File: src/rtl/bus_pkg.sv
// Shared definitions for the tri-state bus controllers: arbiter state encoding
// and a one-hot helper sized for the widest supported requester count.
package bus_pkg;

   localparam int unsigned MAX_REQ = 16;

   typedef enum logic [1:0] {
      IDLE  = 2'd0,
      GRANT = 2'd1,
      TURN  = 2'd2
   } bus_state_e;

   function automatic logic [MAX_REQ-1:0] onehot(input logic [3:0] idx);
      logic [MAX_REQ-1:0] v;
      v      = '0;
      v[idx] = 1'b1;
      return v;
   endfunction

endpackage

File: src/rtl/rr_pick.sv
// Combinational round-robin pick: first set request bit after last_i, wrapping
// modulo NUM_REQ, so the previous winner has the lowest priority.
module rr_pick #(
   parameter int unsigned NUM_REQ = 4,
   parameter int unsigned ID_W    = $clog2(NUM_REQ)
) (
   input  logic [NUM_REQ-1:0] req_i,
   input  logic [ID_W-1:0]    last_i,
   output logic               found_o,
   output logic [ID_W-1:0]    sel_o
);

   always_comb begin
      found_o = 1'b0;
      sel_o   = '0;
      for (int unsigned i = 1; i <= NUM_REQ; i++) begin
         if (!found_o && req_i[(32'(last_i) + i) % NUM_REQ]) begin
            found_o = 1'b1;
            sel_o   = ID_W'((32'(last_i) + i) % NUM_REQ);
         end
      end
   end

endmodule

File: src/rtl/bus_arbiter_rr.sv
// Round-robin tri-state bus arbiter with max-hold limit and a dead window between
// owners. Define BUS_ARB_LOCK_EN to let the owner's lock bit suppress the max-hold release.
module bus_arbiter_rr
   import bus_pkg::*;
#(
   parameter int unsigned NUM_REQ    = 4,
   parameter int unsigned MAX_HOLD   = 8,
   parameter int unsigned TURNAROUND = 1,
   parameter int unsigned ID_W       = $clog2(NUM_REQ)
) (
   input  logic               clk,
   input  logic               rst,
   input  logic [NUM_REQ-1:0] req,
   input  logic [NUM_REQ-1:0] done,
   input  logic [NUM_REQ-1:0] lock,
   output logic [NUM_REQ-1:0] grant,
   output logic [ID_W-1:0]    owner_id,
   output logic               bus_busy,
   output logic               turnaround
);

   bus_state_e         state_q, state_d;
   logic [NUM_REQ-1:0] grant_q, grant_d;
   logic [ID_W-1:0]    owner_q, owner_d;
   logic [ID_W-1:0]    last_q,  last_d;
   logic [7:0]         hold_q,  hold_d;
   logic [3:0]         turn_q,  turn_d;

   logic               pick_found;
   logic [ID_W-1:0]    pick_sel;
   logic               lock_hold;
   logic               release_now;

   rr_pick #(
      .NUM_REQ (NUM_REQ),
      .ID_W    (ID_W)
   ) u_pick (
      .req_i   (req),
      .last_i  (last_q),
      .found_o (pick_found),
      .sel_o   (pick_sel)
   );

`ifdef BUS_ARB_LOCK_EN
   assign lock_hold = lock[owner_q];
`else
   logic unused_lock;
   assign unused_lock = ^lock;
   assign lock_hold   = 1'b0;
`endif

   assign release_now = !req[owner_q] || done[owner_q] ||
                        ((hold_q == 8'(MAX_HOLD)) && !lock_hold);

   always_comb begin
      state_d = state_q;
      grant_d = grant_q;
      owner_d = owner_q;
      last_d  = last_q;
      hold_d  = hold_q;
      turn_d  = turn_q;
      unique case (state_q)
         IDLE: begin
            if (pick_found) begin
               state_d = GRANT;
               grant_d = NUM_REQ'(onehot(4'(pick_sel)));
               owner_d = pick_sel;
               last_d  = pick_sel;
               hold_d  = 8'd1;
            end
         end
         GRANT: begin
            if (release_now) begin
               state_d = TURN;
               grant_d = '0;
               owner_d = '0;
               hold_d  = '0;
               turn_d  = 4'd1;
            end else if (hold_q != 8'(MAX_HOLD)) begin
               hold_d = hold_q + 8'd1;
            end
         end
         TURN: begin
            // Last dead cycle re-arbitrates directly so the window is exactly TURNAROUND long.
            if (turn_q < 4'(TURNAROUND)) begin
               turn_d = turn_q + 4'd1;
            end else begin
               turn_d = '0;
               if (pick_found) begin
                  state_d = GRANT;
                  grant_d = NUM_REQ'(onehot(4'(pick_sel)));
                  owner_d = pick_sel;
                  last_d  = pick_sel;
                  hold_d  = 8'd1;
               end else begin
                  state_d = IDLE;
               end
            end
         end
         default: state_d = IDLE;
      endcase
   end

   always_ff @(posedge clk) begin
      if (rst) begin
         state_q <= IDLE;
         grant_q <= '0;
         owner_q <= '0;
         last_q  <= ID_W'(NUM_REQ - 1);
         hold_q  <= '0;
         turn_q  <= '0;
      end else begin
         state_q <= state_d;
         grant_q <= grant_d;
         owner_q <= owner_d;
         last_q  <= last_d;
         hold_q  <= hold_d;
         turn_q  <= turn_d;
      end
   end

   assign grant      = grant_q;
   assign owner_id   = owner_q;
   assign bus_busy   = |grant_q;
   assign turnaround = (state_q == TURN);

endmodule

File: config.mk
export PLATFORM = sky130hd
export DESIGN_NAME = bus_arbiter_rr
export DESIGN_NICKNAME = d
export VERILOG_FILES = /design/src/rtl/bus_pkg.sv /design/src/rtl/rr_pick.sv /design/src/rtl/bus_arbiter_rr.sv
export SDC_FILE = /design/constraint.sdc
export NUM_CORES = 1
export LEC_CHECK = 0
export CAP_MARGIN = 25
export CORE_AREA = 2 2 75 77
export CTS_BUF_LIST = sky130_fd_sc_hd__clkbuf_8
export DETAILED_ROUTE_END_ITERATION = 10
export DIE_AREA = 0 0 77 79
export GPL_TIMING_DRIVEN = 1
export PLACE_DENSITY = 0.4
export SLEW_MARGIN = 5
export SYNTH_ARGS = -nofsm -noshare
export SYNTH_HDL_FRONTEND = slang
export SYNTH_SLANG_ARGS = --single-unit
File: constraint.sdc
create_clock -name clk -period 2.2 [get_ports clk]
set_input_delay 0.66 -clock clk [delete_from_list [all_inputs] [get_ports clk]]
set_output_delay 0.66 -clock clk [all_outputs]
set_load 0.02 [all_outputs]
==> results of run 1 <==
cell type report:
class | instances | area (µm²) | area share [%]
Multi-Input combinational cell | 105 | 719 | 44.2
Sequential cell | 22 | 440 | 27.1
Timing Repair Buffer | 32 | 292 | 17.9
Tap cell | 72 | 90.1 | 5.53
Inverter | 12 | 45.0 | 2.77
Clock buffer | 3 | 41.3 | 2.54
worst max-delay path, cell delays in order, from the launching register on:
cell	delay, ns
dfxtp_1	0.34
inv_1	0.06
nand4_1	0.08
clkdlybuf4s50_1	0.61
power breakdown:
| part | switching, mW | total (mW) | internal (mW) |
|---|---|---|---|
| logic | 0.222 | 0.430 | 0.207 |
| registers | 0.0399 | 0.479 | 0.439 |
| clock network | 0.134 | 0.256 | 0.122 |
| total | 0.396 | 1.16 | 0.769 |
path summary, 6_finish.rpt:
check,from,endpoint,slack (ns)
min reg2reg,turn_q[3],turn_q[3],0.50
max reg2reg,hold_q[0],hold_q[2],0.28
max,grant[1],bus_busy,0.19
min,turn_q[3],turn_q[3],0.50
flip-flops by register name (all words and copies together) (netlist names):
| name | flops |
|---|---|
| last_q | 2 |
| state_q | 2 |
| grant | 4 |
| turn_q | 4 |
| hold_q | 8 |
| owner_id | 2 |
per-stage QoR:
step           worst slack, ns  power [mW]  instance area [µm²]
3_3_place_gp            -0.280       0.907                 1560
6_report                 0.191        1.16                 1630
3_5_place_dp            -0.304       0.913                 1560
2_1_floorplan            0.343       0.734                 1220
4_1_cts                0.00764        1.18                 1620
5_1_grt                 0.0907        1.25                 1630
per-layer routing:
layer | vias up | global-route usage, %
met4 | 0 | 3.75
li1 | 603 | -
met3 | 2 | 2.16
met2 | 15 | 18.9
met5 | - | 0
met1 | 560 | 13.7
cells by family (layout without fill, tap and decap cells):
| logic type | count (synthesis) | in the layout | synth area share [%] |
|---|---|---|---|
| adders and majority gates | 4 | 4 | 4.09 |
| and+or+nand+nor | 60 | 60 | 27.6 |
| AOI/OAI and AO/OA | 39 | 39 | 23.3 |
| DFF | 22 | 22 | 36.0 |
| buffers and inverters | 19 | 47 | 6.43 |
| muxes | 2 | 2 | 2.66 |
layout by cell type (no fill, tap or decap), types with 5 or more instances in the layout:
cell and n:
dfxtp_1 22, buf_4 15, inv_1 12, nand2_1 12, clkdlybuf4s50_1 12, nor2b_1 8
a21oi_1 7, nand3_1 7, nand4_1 6, nor2_1 6, a31oi_1 5
what timing repair did:
action                     in CTS  in global routing
pin swaps                       0                  1
setup endpoints to repair       4                  3
gates resized for setup         3                  4
synthesized netlist by cell type, types with 2 or more instances:
| library cell | number | area share (%) |
|---|---|---|
| dfxtp_1 | 22 | 36 |
| a21o_1 | 2 | 1.2 |
| o211ai_1 | 2 | 1.2 |
| o21a_1 | 2 | 1.2 |
| buf_2 | 3 | 1.2 |
| o32ai_1 | 4 | 2.9 |
| nand2b_1 | 2 | 1.0 |
| a31oi_1 | 5 | 2.6 |
| clkbuf_1 | 3 | 0.92 |
| ha_1 | 4 | 4.1 |
| nor4_1 | 2 | 1.0 |
| nand3_1 | 7 | 2.9 |
| nand4b_1 | 2 | 1.4 |
| a21oi_1 | 7 | 2.9 |
| a32o_1 | 2 | 1.6 |
| or2_2 | 2 | 1.0 |
| nor3_1 | 4 | 1.6 |
| and3_1 | 2 | 1.0 |
| nor2b_1 | 8 | 4.1 |
| nor2_1 | 6 | 1.8 |
| nand4_1 | 6 | 3.1 |
| inv_1 | 12 | 3.7 |
| nand2_1 | 12 | 3.7 |
| o21ai_0 | 4 | 1.6 |
==> results.tsv, run 1 <==
stage	metric	value	unit
drt	vias after detailed routing	1180	
synthesis	sequential area share after synthesis	36.0	%
cts	CTS clock-pin slew for the worst setup and hold paths	0.08	ns
placement	placed cells	243	
cts	total clock sinks	22	
global_route	largest net degree at the start of global routing	14	
pwr	VDD IR max	0.000248	V
cts	H-tree depth	1	
cts	Root Buffer	clkbuf_8	
cts	post-CTS setup repair buffer count	0	
sta	period utilisation layout	91.3	%
drt	metal2 WL	1470	µm
global_route	initial antenna violation count	0	
global_route	GR Util All Layers	11.0	%
sta	Worst Skew	0.00561	ns
sta	Max Freq	0.498	GHz
synthesis	Netlist cell types	45	
global_route	vias in the first global route	1184	
floorplanning	full die area	6080	µm²
run	maxcap violations	0	
worst_setup_path	endpoint class of the critical path	output port	
layout	ANT cells	0	
cts	CTS tree	built	
cts	cts hold-fix bufs	0	
drt	mean routed wirelength per cell	12.4	µm
synthesis	Post-synth EDFFs	0	
floorplanning	Die Y	79	µm
drt	Vias/cell	4.80	
synthesis	Syn Nets	164	
layout	NumNets Final	194	
drt	Routed met1 length	1470	µm
sta	Hold Slack	0.505	ns
worst_setup_path	CP arrival	1.35	ns
layout	post-route insts no fill	246	
worst_setup_path	CP required	1.54	ns
synthesis	Most used DFF post-synth	dfxtp_1	
sta	Setup TNS	0	ns
synthesis	Async SR Flop Fraction	0	%
pwr	pwr dens	715	nW/µm²
global_route	global-route wire length before repair	5360	µm
status	outcome	finished, final reports clean	
drt	First DRT Iteration DRCs	88	
worst_setup_path	CP Class	register to output port	
pwr	Pleak	0.622	nW
hold_path	Hold Crit Class	register to register	
floorplanning	# rows	27	
sta	slew margin rel.	52.2	%
sta	Slew Viols, Final	0	
drt	Total Routed Length	3040	µm
hold_path	Worst Hold Depth	1	
floorplanning	core area	5340	µm²
global_route	global route overflow	0	
layout	# fillers	596	
floorplanning	starting density of the core	22.9	%
worst_setup_path	CP max FO	2	
sta	crit path time final	2.01	ns
drt	DRT Pass-1 Iters	4	
floorplanning	die width	77	µm
synthesis	register bit count reported by yosys	22	
sta	RSZ-0062 raised after global routing	no	
synthesis	Syn. warnings	0	
drt	Top Layer Used	met4	
layout	Final Util	30.5	%
sta	final-report hold violation count	0	
sta	Worst Tran Pin Value	0.708	ns
worst_setup_path	crit path launch type	register	
floorplanning	io pins	22	
drt	DRC errors left	0	
sta	Setup violations, final	0	
cts	clk_lat worst skew	0.26	ns
synthesis	synthesized instance count	146	
drt	wire length on met3	85	µm
placement	routability cong.	0.841	
worst_setup_path	Worst R2R Path Depth	7	
cts	CTS buffer count	3	
synthesis	Post-Synthesis Cell Area	1220	µm²
layout	Area Growth Syn to Fin	32.9	%
synthesis	Mean Syn Cell Area	8.39	µm²
layout	share of layout cells above drive strength 1	16.1	%
placement	port bufs	17	
cts	CTS Buffer Depth	2	
placement	Post-DP HPWL	2390	µm
drt	post-route ant nets	0	
No activity file was read; power rests on OpenSTA's default activity.
==> run 2, diff against run 1 <==
--- a/config.mk
+++ b/config.mk
@@ -16,3 +16,4 @@
 export SYNTH_ARGS = -nofsm -noshare
 export SYNTH_HDL_FRONTEND = slang
 export SYNTH_SLANG_ARGS = --single-unit
+export TNS_END_PERCENT = 100
==> results of run 2 <==
No change in the layout: final DEF, timing and power equal those of run 1.
